$ cat src/rtl/muldiv_pkg.sv
// Shared types and opcode helpers for the iterative RV32M multiply/divide unit.
package muldiv_pkg;

  typedef enum logic [2:0] {
    OP_MUL    = 3'b000,
    OP_MULH   = 3'b001,
    OP_MULHSU = 3'b010,
    OP_MULHU  = 3'b011,
    OP_DIV    = 3'b100,
    OP_DIVU   = 3'b101,
    OP_REM    = 3'b110,
    OP_REMU   = 3'b111
  } muldiv_op_e;

  typedef enum logic [1:0] {
    IDLE,
    CALC,
    FIX,
    DONE
  } muldiv_state_e;

  function automatic logic is_div(muldiv_op_e op);
    return op[2];
  endfunction

  function automatic logic is_rem(muldiv_op_e op);
    return (op == OP_REM) || (op == OP_REMU);
  endfunction

  function automatic logic is_signed_a(muldiv_op_e op);
    return (op == OP_MULH) || (op == OP_MULHSU) || (op == OP_DIV) || (op == OP_REM);
  endfunction

  function automatic logic is_signed_b(muldiv_op_e op);
    return (op == OP_MULH) || (op == OP_DIV) || (op == OP_REM);
  endfunction

endpackage

$ cat src/rtl/muldiv_if.sv
// Request/response bundle between the EXE stage and the multiply/divide unit.
interface muldiv_if #(
  parameter int unsigned XLEN = 32
);
  logic            start;
  logic            flush;
  logic [2:0]      op;
  logic [XLEN-1:0] a;
  logic [XLEN-1:0] b;
  logic            busy;
  logic            done;
  logic [XLEN-1:0] result;

  modport master (output start, flush, op, a, b, input busy, done, result);
  modport slave  (input start, flush, op, a, b, output busy, done, result);
endinterface

$ cat src/rtl/muldiv_step.sv
// One iteration of the datapath: shift-add multiply step or restoring divide step.
module muldiv_step #(
  parameter int unsigned XLEN = 32
) (
  input  logic            is_div_i,
  input  logic [XLEN-1:0] hi_i,
  input  logic [XLEN-1:0] lo_i,
  input  logic [XLEN-1:0] md_i,
  output logic [XLEN-1:0] hi_o,
  output logic [XLEN-1:0] lo_o
);

  logic [XLEN:0]   sum;
  logic [XLEN:0]   shifted;
  logic [XLEN-1:0] diff;
  logic            ge;

  always_comb begin
    sum     = {1'b0, hi_i} + (lo_i[0] ? {1'b0, md_i} : '0);
    shifted = {hi_i, lo_i[XLEN-1]};
    ge      = (shifted >= {1'b0, md_i});
    // Partial remainder stays below the divisor, so the low XLEN bits of the difference suffice.
    diff    = shifted[XLEN-1:0] - md_i;
    if (is_div_i) begin
      hi_o = ge ? diff : shifted[XLEN-1:0];
      lo_o = {lo_i[XLEN-2:0], ge};
    end else begin
      hi_o = sum[XLEN:1];
      lo_o = {sum[0], lo_i[XLEN-1:1]};
    end
  end

endmodule

$ cat src/rtl/riscv_muldiv_unit.sv
// Iterative RV32M multiply/divide unit, one bit per cycle, result held until next accepted op.
// Optional `MULDIV_EARLY_OUT_EN: zero operands, divide-by-zero and signed overflow finish in one cycle.
module riscv_muldiv_unit
  import muldiv_pkg::*;
#(
  parameter  int unsigned XLEN  = 32,
  localparam int unsigned CNT_W = $clog2(XLEN) + 1
) (
  input  logic    clk,
  input  logic    reset_n,
  muldiv_if.slave bus
);

  muldiv_state_e   state_q;
  muldiv_op_e      op_q;
  logic [XLEN-1:0] hi_q, lo_q, md_q, a_q;
  logic [CNT_W-1:0] cnt_q;
  logic            neg_q, rneg_q, div0_q, ovf_q;
  logic            busy_q, done_q;
  logic [XLEN-1:0] result_q;

  muldiv_op_e      op_in;
  logic            sa_in, sb_in, div0_in, ovf_in;
  logic [XLEN-1:0] mag_a, mag_b;

  logic [XLEN-1:0]   hi_d, lo_d;
  logic              step_is_div;
  logic [2*XLEN-1:0] prod, prod_s;
  logic [XLEN-1:0]   quo_s, rem_s, fix_result_d;

  always_comb begin
    op_in   = muldiv_op_e'(bus.op);
    sa_in   = is_signed_a(op_in) & bus.a[XLEN-1];
    sb_in   = is_signed_b(op_in) & bus.b[XLEN-1];
    mag_a   = sa_in ? -bus.a : bus.a;
    mag_b   = sb_in ? -bus.b : bus.b;
    div0_in = is_div(op_in) && (bus.b == '0);
    ovf_in  = ((op_in == OP_DIV) || (op_in == OP_REM)) &&
              (bus.a == {1'b1, {(XLEN-1){1'b0}}}) && (bus.b == '1);
  end

`ifdef MULDIV_EARLY_OUT_EN
  logic            early_in;
  logic [XLEN-1:0] early_res;

  always_comb begin
    early_in  = (bus.a == '0) || (bus.b == '0) || ovf_in;
    early_res = '0;
    if (ovf_in)
      early_res = is_rem(op_in) ? '0 : bus.a;
    else if (div0_in)
      early_res = is_rem(op_in) ? bus.a : '1;
  end
`endif

  assign step_is_div = is_div(op_q);

  muldiv_step #(.XLEN(XLEN)) u_step (
    .is_div_i (step_is_div),
    .hi_i     (hi_q),
    .lo_i     (lo_q),
    .md_i     (md_q),
    .hi_o     (hi_d),
    .lo_o     (lo_d)
  );

  always_comb begin
    prod   = {hi_q, lo_q};
    prod_s = neg_q ? -prod : prod;
    quo_s  = neg_q ? -lo_q : lo_q;
    rem_s  = rneg_q ? -hi_q : hi_q;
    fix_result_d = '0;
    if (is_div(op_q)) begin
      if (div0_q)
        fix_result_d = is_rem(op_q) ? a_q : '1;
      else if (ovf_q)
        fix_result_d = is_rem(op_q) ? '0 : a_q;
      else
        fix_result_d = is_rem(op_q) ? rem_s : quo_s;
    end else begin
      fix_result_d = (op_q == OP_MUL) ? prod_s[XLEN-1:0] : prod_s[2*XLEN-1:XLEN];
    end
  end

  always_ff @(posedge clk or negedge reset_n) begin
    if (!reset_n) begin
      state_q  <= IDLE;
      op_q     <= OP_MUL;
      hi_q     <= '0;
      lo_q     <= '0;
      md_q     <= '0;
      a_q      <= '0;
      cnt_q    <= '0;
      neg_q    <= 1'b0;
      rneg_q   <= 1'b0;
      div0_q   <= 1'b0;
      ovf_q    <= 1'b0;
      busy_q   <= 1'b0;
      done_q   <= 1'b0;
      result_q <= '0;
    end else begin
      done_q <= 1'b0;
      case (state_q)
        IDLE: begin
          if (bus.start && !bus.flush) begin
            op_q   <= op_in;
            a_q    <= bus.a;
            hi_q   <= '0;
            // Divide keeps the dividend in lo; multiply keeps the multiplier there.
            lo_q   <= is_div(op_in) ? mag_a : mag_b;
            md_q   <= is_div(op_in) ? mag_b : mag_a;
            neg_q  <= sa_in ^ sb_in;
            rneg_q <= sa_in;
            div0_q <= div0_in;
            ovf_q  <= ovf_in;
            cnt_q  <= CNT_W'(XLEN - 1);
            busy_q <= 1'b1;
`ifdef MULDIV_EARLY_OUT_EN
            if (early_in) begin
              result_q <= early_res;
              done_q   <= 1'b1;
              state_q  <= DONE;
            end else begin
              state_q  <= CALC;
            end
`else
            state_q <= CALC;
`endif
          end
        end
        CALC: begin
          if (bus.flush) begin
            state_q <= IDLE;
            busy_q  <= 1'b0;
          end else begin
            hi_q  <= hi_d;
            lo_q  <= lo_d;
            cnt_q <= cnt_q - 1'b1;
            if (cnt_q == '0)
              state_q <= FIX;
          end
        end
        FIX: begin
          if (bus.flush) begin
            state_q <= IDLE;
            busy_q  <= 1'b0;
          end else begin
            result_q <= fix_result_d;
            done_q   <= 1'b1;
            state_q  <= DONE;
          end
        end
        DONE: begin
          state_q <= IDLE;
          busy_q  <= 1'b0;
        end
        default: begin
          state_q <= IDLE;
          busy_q  <= 1'b0;
        end
      endcase
    end
  end

  assign bus.busy   = busy_q;
  assign bus.done   = done_q;
  assign bus.result = result_q;

endmodule

$ cat src/flat_wrapper.sv
// flat-port wrapper written by rule: the top's interface ports become plain ports
module riscv_muldiv_unit_flat import muldiv_pkg::*;
#(
  parameter  int unsigned XLEN  = 32,
  localparam int unsigned CNT_W = $clog2(XLEN) + 1
)
  (clk, reset_n, bus_start, bus_flush, bus_op, bus_a, bus_b, bus_busy, bus_done, bus_result);
  muldiv_if #(.XLEN(XLEN)) bus_i ();
  input  logic clk;
  input  logic reset_n;
  input wire logic [$bits(bus_i.start)-1:0] bus_start;
  input wire logic [$bits(bus_i.flush)-1:0] bus_flush;
  input wire logic [$bits(bus_i.op)-1:0] bus_op;
  input wire logic [$bits(bus_i.a)-1:0] bus_a;
  input wire logic [$bits(bus_i.b)-1:0] bus_b;
  output wire logic [$bits(bus_i.busy)-1:0] bus_busy;
  output wire logic [$bits(bus_i.done)-1:0] bus_done;
  output wire logic [$bits(bus_i.result)-1:0] bus_result;
  assign bus_i.start = bus_start;
  assign bus_i.flush = bus_flush;
  assign bus_i.op = bus_op;
  assign bus_i.a = bus_a;
  assign bus_i.b = bus_b;
  assign bus_busy = bus_i.busy;
  assign bus_done = bus_i.done;
  assign bus_result = bus_i.result;
  riscv_muldiv_unit #(.XLEN(XLEN)) u_core (.clk(clk), .reset_n(reset_n), .bus(bus_i));
endmodule
$ cat config.mk
export PLATFORM = sky130hd
export DESIGN_NAME = riscv_muldiv_unit_flat
export DESIGN_NICKNAME = d
export VERILOG_FILES = /design/src/rtl/muldiv_pkg.sv /design/src/rtl/muldiv_if.sv /design/src/rtl/muldiv_step.sv /design/src/rtl/riscv_muldiv_unit.sv /design/src/flat_wrapper.sv
export SDC_FILE = /design/constraint.sdc
export NUM_CORES = 1
export LEC_CHECK = 0
export CELL_PAD_IN_SITES_DETAIL_PLACEMENT = 1
export CELL_PAD_IN_SITES_GLOBAL_PLACEMENT = 2
export CORE_MARGIN = 1
export CORE_UTILIZATION = 36
export CTS_CLUSTER_DIAMETER = 80
export DETAILED_ROUTE_END_ITERATION = 12
export HOLD_SLACK_MARGIN = 0.05
export PLACE_DENSITY_LB_ADDON = 0.1
export SLEW_MARGIN = 20
export SYNTH_ARGS = -nofsm -noshare
export SYNTH_HDL_FRONTEND = slang
export SYNTH_SLANG_ARGS = --single-unit
$ cat constraint.sdc
create_clock -name clk -period 4.3 [get_ports clk]
set_clock_uncertainty 0.15 [all_clocks]
set_input_delay 0.645 -clock clk [delete_from_list [all_inputs] [get_ports clk]]
set_output_delay 0.645 -clock clk [all_outputs]
set_load 0.03 [all_outputs]
==> results of run 1 <==
[repair_timing]
action                                  CTS  global route
buffers inserted                          0             0
resized for setup                         1             0
endpoints found under the setup margin    1             0
[power groups by stage]
| stage | logic [W] | registers, W | clock network [W] |
|---|---|---|---|
| 2_1_floorplan | 0.00732 | 0.00278 | 0 |
| 3_3_place_gp | 0.0107 | 0.00326 | 0 |
| 3_5_place_dp | 0.0108 | 0.00329 | 0 |
| 4_1_cts | 0.0109 | 0.00326 | 0.00162 |
| 5_1_grt | 0.0119 | 0.00337 | 0.00168 |
| 6_report | 0.0110 | 0.00330 | 0.00160 |
[critical path, cell delays in order, from the launching register on]
cell      delay (ps)
dfrtp_1          460
buf_4            200
nor4_1           570
nand4_1          400
or4_1            760
or4_1            540
nand2_1          110
xor2_1           170
o22ai_1          150
nor3_1           220
a311oi_1          80
[cells by family (layout without fill, tap and decap cells)]
| group | Yosys count | in the layout | share of synthesized area [%] |
|---|---|---|---|
| adder cells (fa/ha/maj) | 76 | 76 | 5.75 |
| multiplexers | 60 | 60 | 3.81 |
| flip-flops | 177 | 177 | 26.4 |
| XOR/XNOR | 207 | 207 | 10.8 |
| buffers and inverters | 234 | 300 | 5.39 |
| AO/OA/AOI/OAI | 747 | 747 | 27.6 |
| AND/OR/NAND/NOR | 735 | 735 | 20.3 |
[routing by layer]
layer  part of all wire [%]  global-route usage [%]  vias up
li1                       -                       -     8156
met1                     45                    45.2     8919
met2                     45                    52.6      520
met3                    5.2                    4.53      106
met4                    4.3                    14.3        0
met5                      0                       0        -
[worst max path at each step]
stage                     depth (start not counted)                     to             from
after detailed placement                         10  u_core.bus.result[31]   u_core.hi_q[5]
after CTS                                        10  u_core.bus.result[31]  u_core.hi_q[11]
after floorplan                                  14        u_core.hi_q[28]   u_core.lo_q[0]
after global routing                             13        u_core.hi_q[29]   u_core.lo_q[0]
final                                            10  u_core.bus.result[31]  u_core.hi_q[11]
after global placement                           10  u_core.bus.result[31]   u_core.hi_q[5]
[cell type report]
type                       count  share of cell area, %
inverter                      75                   1.46
tap                          600                   3.90
clock inverter                13                  0.630
timing repair buffer         193                   8.99
clock buffer                  19                   2.30
sequential                   177                   23.0
multi-input combinational   1825                   59.7
[per-stage QoR]
stage / std cells / total power, W
6_report: 2902 / 0.0159
5_1_grt: 2902 / 0.0170
4_1_cts: 2902 / 0.0158
3_5_place_dp: 2870 / 0.0141
3_3_place_gp: 2870 / 0.0139
2_1_floorplan: 2236 / 0.0101
[state kept, by name, summed over array words and instances, names as in the netlist]
name               cells
u_core.a_q            32
u_core.bus.busy        1
u_core.bus.done        1
u_core.bus.result     32
u_core.cnt_q           6
u_core.div0_q          1
u_core.hi_q           32
u_core.lo_q           32
u_core.md_q           32
u_core.neg_q           1
u_core.op_q            3
u_core.ovf_q           1
u_core.rneg_q          1
u_core.state_q         2
[layout by cell type, fill, tap and decap left out, drive strengths merged, types with 16 or more instances in the layout]
cell type,synthesis,layout
a211oi,30,30
a21o,27,27
a21oi,203,203
a22oi,20,20
a31oi,24,24
and3,25,25
buf,21,90
clkbuf,138,20
clkdlybuf4s50,0,102
dfrtp,177,177
ha,74,74
inv,74,80
mux2,32,32
mux2i,28,28
nand2,300,300
nand2b,19,19
nand3,45,45
nand4,17,17
nor2,178,178
nor3,36,36
o211ai,35,35
o21ai,237,237
o31ai,34,34
o41ai,16,16
or3,32,32
or4,24,24
xnor2,128,128
xor2,79,79
==> results.md, run 1 <==
- Clk buf depth: 2
- Final Max Slew Viols: 0
- RSZ-0062 raised after global routing: false
- Critical path class: reg2reg
- Post-detail-place hpwl: 61.7 mm
- Routed len/inst: between 20 and 30 µm
- CTS tree: built
- Reg2Reg Setup Slack: 300 ps
- First DRT Iteration DRCs: 1,472
- Pin count of the biggest net entering global routing: 97
- Finished Cell Area: 19,300 µm²
- RD Place Congestion: 0.920
- Worst EP required: 4480 ps
- Syn nets: 2,383
- Clk pwr share: just over 10%
- Sw Pwr: slightly below 0.009 W
- Achievable frequency: between 200 and 300 MHz
- Synth Register Bits: 177
- CTS hold repair buffers: 0
- Fin nets: 2,436
- Die Width: 218 µm
- Setup TNS: 0 ps
- CP arrival: between 4000 and 5000 ps
- CTS Sinks: 177
- Grt ovf: 0
- R2r endpoint: u_core.bus.result[31]
- Post-synth top flop: dfrtp_1
- Rel. slew slack: 36.9%
- Post-Route WL: 77.7 mm
- DR pass1 iterations: 5
- CP Max Fanout: 7
- Critical path endpoint category: flip-flop
- Row count: 78
- Initial antenna violation count: 0
- Top cells by count, synth: nand2_1, o21ai_0, a21oi_1
- Pre-CTS setup slack: 2.44 ps
- Util after Layout: a little over two fifths
- Reg power frac: 20.7%
- Post-synthesis cell count: between 2,000 and 2,500
- Clk root buf: clkbuf_16
- Hold Crit Class: in2async
- Layout cell share with drive strength beyond 1: 8.38%
- Warnings, synthesis: 0
- Core Box Area: between 40,000 and 50,000 µm²
- P_int: approximately 0.007 W
- Pwr Density: about 830 nW/µm²
- Post-synthesis async set-or-reset flop share: between 90% and 100%
- Area leader, netlist: dfrtp_1
- Remaining DRCs: 0
- IO Pins: 105
- Die Span Y: 218 µm
- Clk_lat worst skew: 500 ps
- Final period util: ~93%
- CP Launch Type: flip-flop
- Static leakage: ~8 nW
- Final worst setup slack: slightly above 300 ps
- FF-to-FF path depth: 10
- TritonCTS buffer count: 17
- H-tree depth: 4
- Gate power share: 69.2%
- Cell area after synthesis: ~17,000 µm²
- Max-capacitance violation count: 0
- Synth unique cells: 80
- First-pass GRT wire length: ~120 mm
- Area grow syn2layout: 14.7%
- Yosys top cell area share: a little over a quarter
- Sequential standard cell area: 4430 µm²
- Actual slew at the worst max-slew pin: around 950 ps
- DP Area: 18,700 µm²
- Vias per cell: 6.10
- Synth top area cells: dfrtp_1, o21ai_0, nand2_1, xnor2_1, a21oi_1
- Crit Reg-Reg Startpoint: u_core.hi_q[11]
- Switching share of power: 55.0%
- Register area share after synthesis: 26.4%
- Setup Viol. Count Final: 0
- Number of flops mapped to enable cells by yosys: 0
- Status: complete, no violations
- Clk slew on worst S/H paths: approximately 80 ps
- Die footprint: around 48,000 µm²
- IO Port Bufs: about 100
- Fillcell total: 5,661
- Area of the multi-input gates: between 10,000 and 15,000 µm²
- Vias: 17,700
- Final worst path period need: 4000 ps
- VDD IR max: 0.384 mV
- Starting density of the core: 36.8%
- Final hold violation count: 0
- Number of global-route vias before repair: 17,900
- Antenna-violating nets left: 0
- Diode count: 0
- Most common cell in the netlist: nand2_1
- Post-Syn Area per Cell: between 7 and 8 µm²
- Min Hold Slack: around 81 ps
- Total track usage: 33.3%
Power figures use the tool's default switching activity.
==> inputs of run 2 (changes only) <==
--- a/config.mk
+++ b/config.mk
@@ -8,12 +8,13 @@
 export CELL_PAD_IN_SITES_DETAIL_PLACEMENT = 1
 export CELL_PAD_IN_SITES_GLOBAL_PLACEMENT = 2
 export CORE_MARGIN = 1
-export CORE_UTILIZATION = 36
+export CORE_UTILIZATION = 37
 export CTS_CLUSTER_DIAMETER = 80
 export DETAILED_ROUTE_END_ITERATION = 12
 export HOLD_SLACK_MARGIN = 0.05
 export PLACE_DENSITY_LB_ADDON = 0.1
-export SLEW_MARGIN = 20
 export SYNTH_ARGS = -nofsm -noshare
 export SYNTH_HDL_FRONTEND = slang
+export SYNTH_HIERARCHICAL = 1
 export SYNTH_SLANG_ARGS = --single-unit
+export TNS_END_PERCENT = 10
==> results.md, run 2 <==
- Most common cell in the netlist: nand2_1
- IO Port Bufs: 104
- CP arrival: 4310 ps
- Post-detail-place hpwl: 65.0 mm
- IO Pins: between 100 and 150
- Slowest stage delay, CP: 850 ps
- Vias: 18,500
- CTS hold repair buffers: 0
- Sw Pwr: 0.00899 W
- Critical-path cell list: inv_1 > ha_1 > nand4_1 > nor4_1 > a31oi_1 > a31oi_1 > nor2_1 > o31ai_4 > buf_4 > buf_4 > o21ai_0 > o211ai_1 > o21ai_1 > a22o_1
- Static leakage: 8.34 nW
- Synth top area cells: dfrtp_1, nand2_1, ha_1, xor2_1, xnor2_1
- CP Max Fanout: 23
- Grt ovf: 0
- Status: complete, no violations
- CTS tree: built
- Warnings, synthesis: 6
- Vias per cell: 6.28
- Row count: 79
- Area of the multi-input gates: 12,000 µm²
- Post-synthesis async set-or-reset flop share: 100%
- Post-Route WL: 82.8 mm
- Rel. slew slack: 24.4%
- Worst EP required: 4540 ps
- CTS Sinks: 177
- Reg power frac: 22.2%
- Fillcell total: around 5,700
- Post-synthesis cell count: between 2,000 and 2,500
- Routed len/inst: 28.1 µm
- Remaining DRCs: 0
- Finished Cell Area: 19,900 µm²
- Clk slew on worst S/H paths: 80 ps
- Setup TNS: 0 ps
- Switching share of power: 55.4%
- Setup Viol. Count Final: 0
- Clk_lat worst skew: 510 ps
- Clk root buf: clkbuf_16
- Max-capacitance violation count: 0
- Fin nets: 2,471
- Clk pwr share: 9.9%
- Die Width: between 200 and 250 µm
- Critical path class: reg2reg
- Final hold violation count: 0
- Total track usage: roughly a third
- Gate power share: between 60% and 70%
- DR pass1 iterations: 5
- P_int: 0.00724 W
- Actual slew at the worst max-slew pin: approximately 1100 ps
- Final worst path period need: 4070 ps
- Highest-count cells in the layout ignoring fill and taps: nand2_1, dfrtp_1, o21ai_0
- Layout cell share with drive strength beyond 1: 9.59%
- Core Box Area: 46,500 µm²
- Final Max Slew Viols: 0
- CP Launch Type: flip-flop
- Area leader, netlist: dfrtp_1
- Final period util: 94.6%
- Top cells by count, synth: nand2_1, dfrtp_1, o21ai_0
- Die footprint: 48,000 µm²
- Clk buf depth: 2
- Sequential standard cell area: 4430 µm²
- Synth unique cells: 91
- Pwr Density: 816 nW/µm²
- Cell area after synthesis: 17,400 µm²
- Commonest non-fill, non-tap cell in the layout: nand2_1
- Achievable frequency: 246 MHz
- VDD IR max: 0.382 mV
- TritonCTS buffer count: 17
- Yosys top cell area share: 25.4%
- Pin count of the biggest net entering global routing: 97
- Number of global-route vias before repair: ~18,000
- Syn nets: between 2,000 and 2,500
- Starting density of the core: between 30 and 40%
- H-tree depth: 4
- Slowest cell on the critical path: nor4_1
- Area grow syn2layout: 14.2%
- RD Place Congestion: ~0.97
- RSZ-0062 raised after global routing: false
- Post-Syn Area per Cell: 7.70 µm²
- First DRT Iteration DRCs: 1,279
- Die Span Y: 219 µm
- Number of flops mapped to enable cells by yosys: 0
- DP Area: around 19,000 µm²
- First-pass GRT wire length: 122 mm
- Register area share after synthesis: 25.4%
- Post-synth top flop: dfrtp_1
- Synth Register Bits: 177
- Critical path endpoint category: flip-flop
- Hold Crit Class: in2async
- Antenna-violating nets left: 0
- Initial antenna violation count: 4
## run 2: cell types whose count changed after synthesis, sizes merged, moves of 16 or more
cell    delta
a21oi     -51
a22o      +30
and2      +28
nand4     +16
nor2      -24
nor3      +25
o21ai     -50
o221ai    +19
xnor2     -29
xor2      +21
## run 2: path summary, 6_finish.rpt
kind	end	cells past startpoint	slack, ps	startpoint
setup / recovery	u_core/hi_q[10]	14	230	u_core/md_q[17]
hold / removal	u_core/hi_q[6]	1	40	reset_n
setup reg to reg	u_core/hi_q[10]	14	230	u_core/md_q[17]
hold reg to reg	u_core/bus.result[4]	2	360	u_core/bus.result[4]
max in group asynchronous	u_core/hi_q[28]	2	2970	reset_n
min in group clk	u_core/bus.result[4]	2	360	u_core/bus.result[4]
## run 2: logic make-up (layout without fill, tap and decap cells)
group / count (synthesis) / in the layout / synth area share (%)
DFF: 177 / 177 / 25.4
other: 0 / 2 / 0
adders and majority gates: 77 / 77 / 5.62
and+or+nand+nor: 787 / 787 / 21.5
muxes: 75 / 75 / 4.65
AOI/OAI and AO/OA: 710 / 710 / 27.3
buffers and inverters: 237 / 311 / 5.49
xor gates and xnor gates: 199 / 199 / 10.0
## run 2: stage by stage
step	cells	util [%]	total power [W]	setup slack, ps	hold slack (ps)
final	2945	42.8	0.0162	232	43.6
after global routing	2943	42.8	0.0173	17.5	99.6
after CTS	2942	42.8	0.0161	307	77.1
after detailed placement	2910	41.6	0.0144	355	347
after global placement	2910	41.6	0.0142	410	331
after floorplan	2262	-	0.0104	986	199
## run 2: timing repair
action | in CTS | in global routing
endpoints found under the setup margin | 0 | 1
gates resized for setup | 0 | 0
buffers inserted | 0 | 1
## run 2: layout make-up
class                           instances  area share [%]
Clock inverter                         15           0.661
Inverter                               75            1.42
Timing Repair Buffer                  204            9.13
Multi-Input combinational cell       1848            60.5
Tap cell                              607            3.82
Clock buffer                           17            2.14
Antenna cell                            2          0.0252
Sequential cell                       177            22.3
## run 2: power by group through the flow
stage          clock network, W  registers [W]  logic, W
2_1_floorplan                 0        0.00324   0.00713
3_3_place_gp                  0        0.00356    0.0107
3_5_place_dp                  0        0.00360    0.0108
4_1_cts                 0.00163        0.00356    0.0109
5_1_grt                 0.00168        0.00367    0.0119
6_report                0.00160        0.00360    0.0110
## run 2: critical path: cells and delay by family, from the launching register on
family	cells	cell delay [ps]
fa+ha+maj	1	420
buf+inv	3	610
simple gates	3	1270
flops	1	450
compound gates	7	1020
## run 2: layer usage
metal	routed length (µm)	vias up	GRT usage, %
met4	3730	2	16.9
met2	36700	628	53.6
met3	4940	154	5.31
met1	37300	9358	47.0
met5	14	-	0
li1	-	8366	-
==> inputs of run 3 (changes only) <==
--- a/config.mk
+++ b/config.mk
@@ -13,6 +13,7 @@
 export DETAILED_ROUTE_END_ITERATION = 12
 export HOLD_SLACK_MARGIN = 0.05
 export PLACE_DENSITY_LB_ADDON = 0.1
+export SLEW_MARGIN = 20
 export SYNTH_ARGS = -nofsm -noshare
 export SYNTH_HDL_FRONTEND = slang
 export SYNTH_HIERARCHICAL = 1
==> results of run 3 <==
Same layout as run 2: the final DEF is identical, and so are final timing and power.
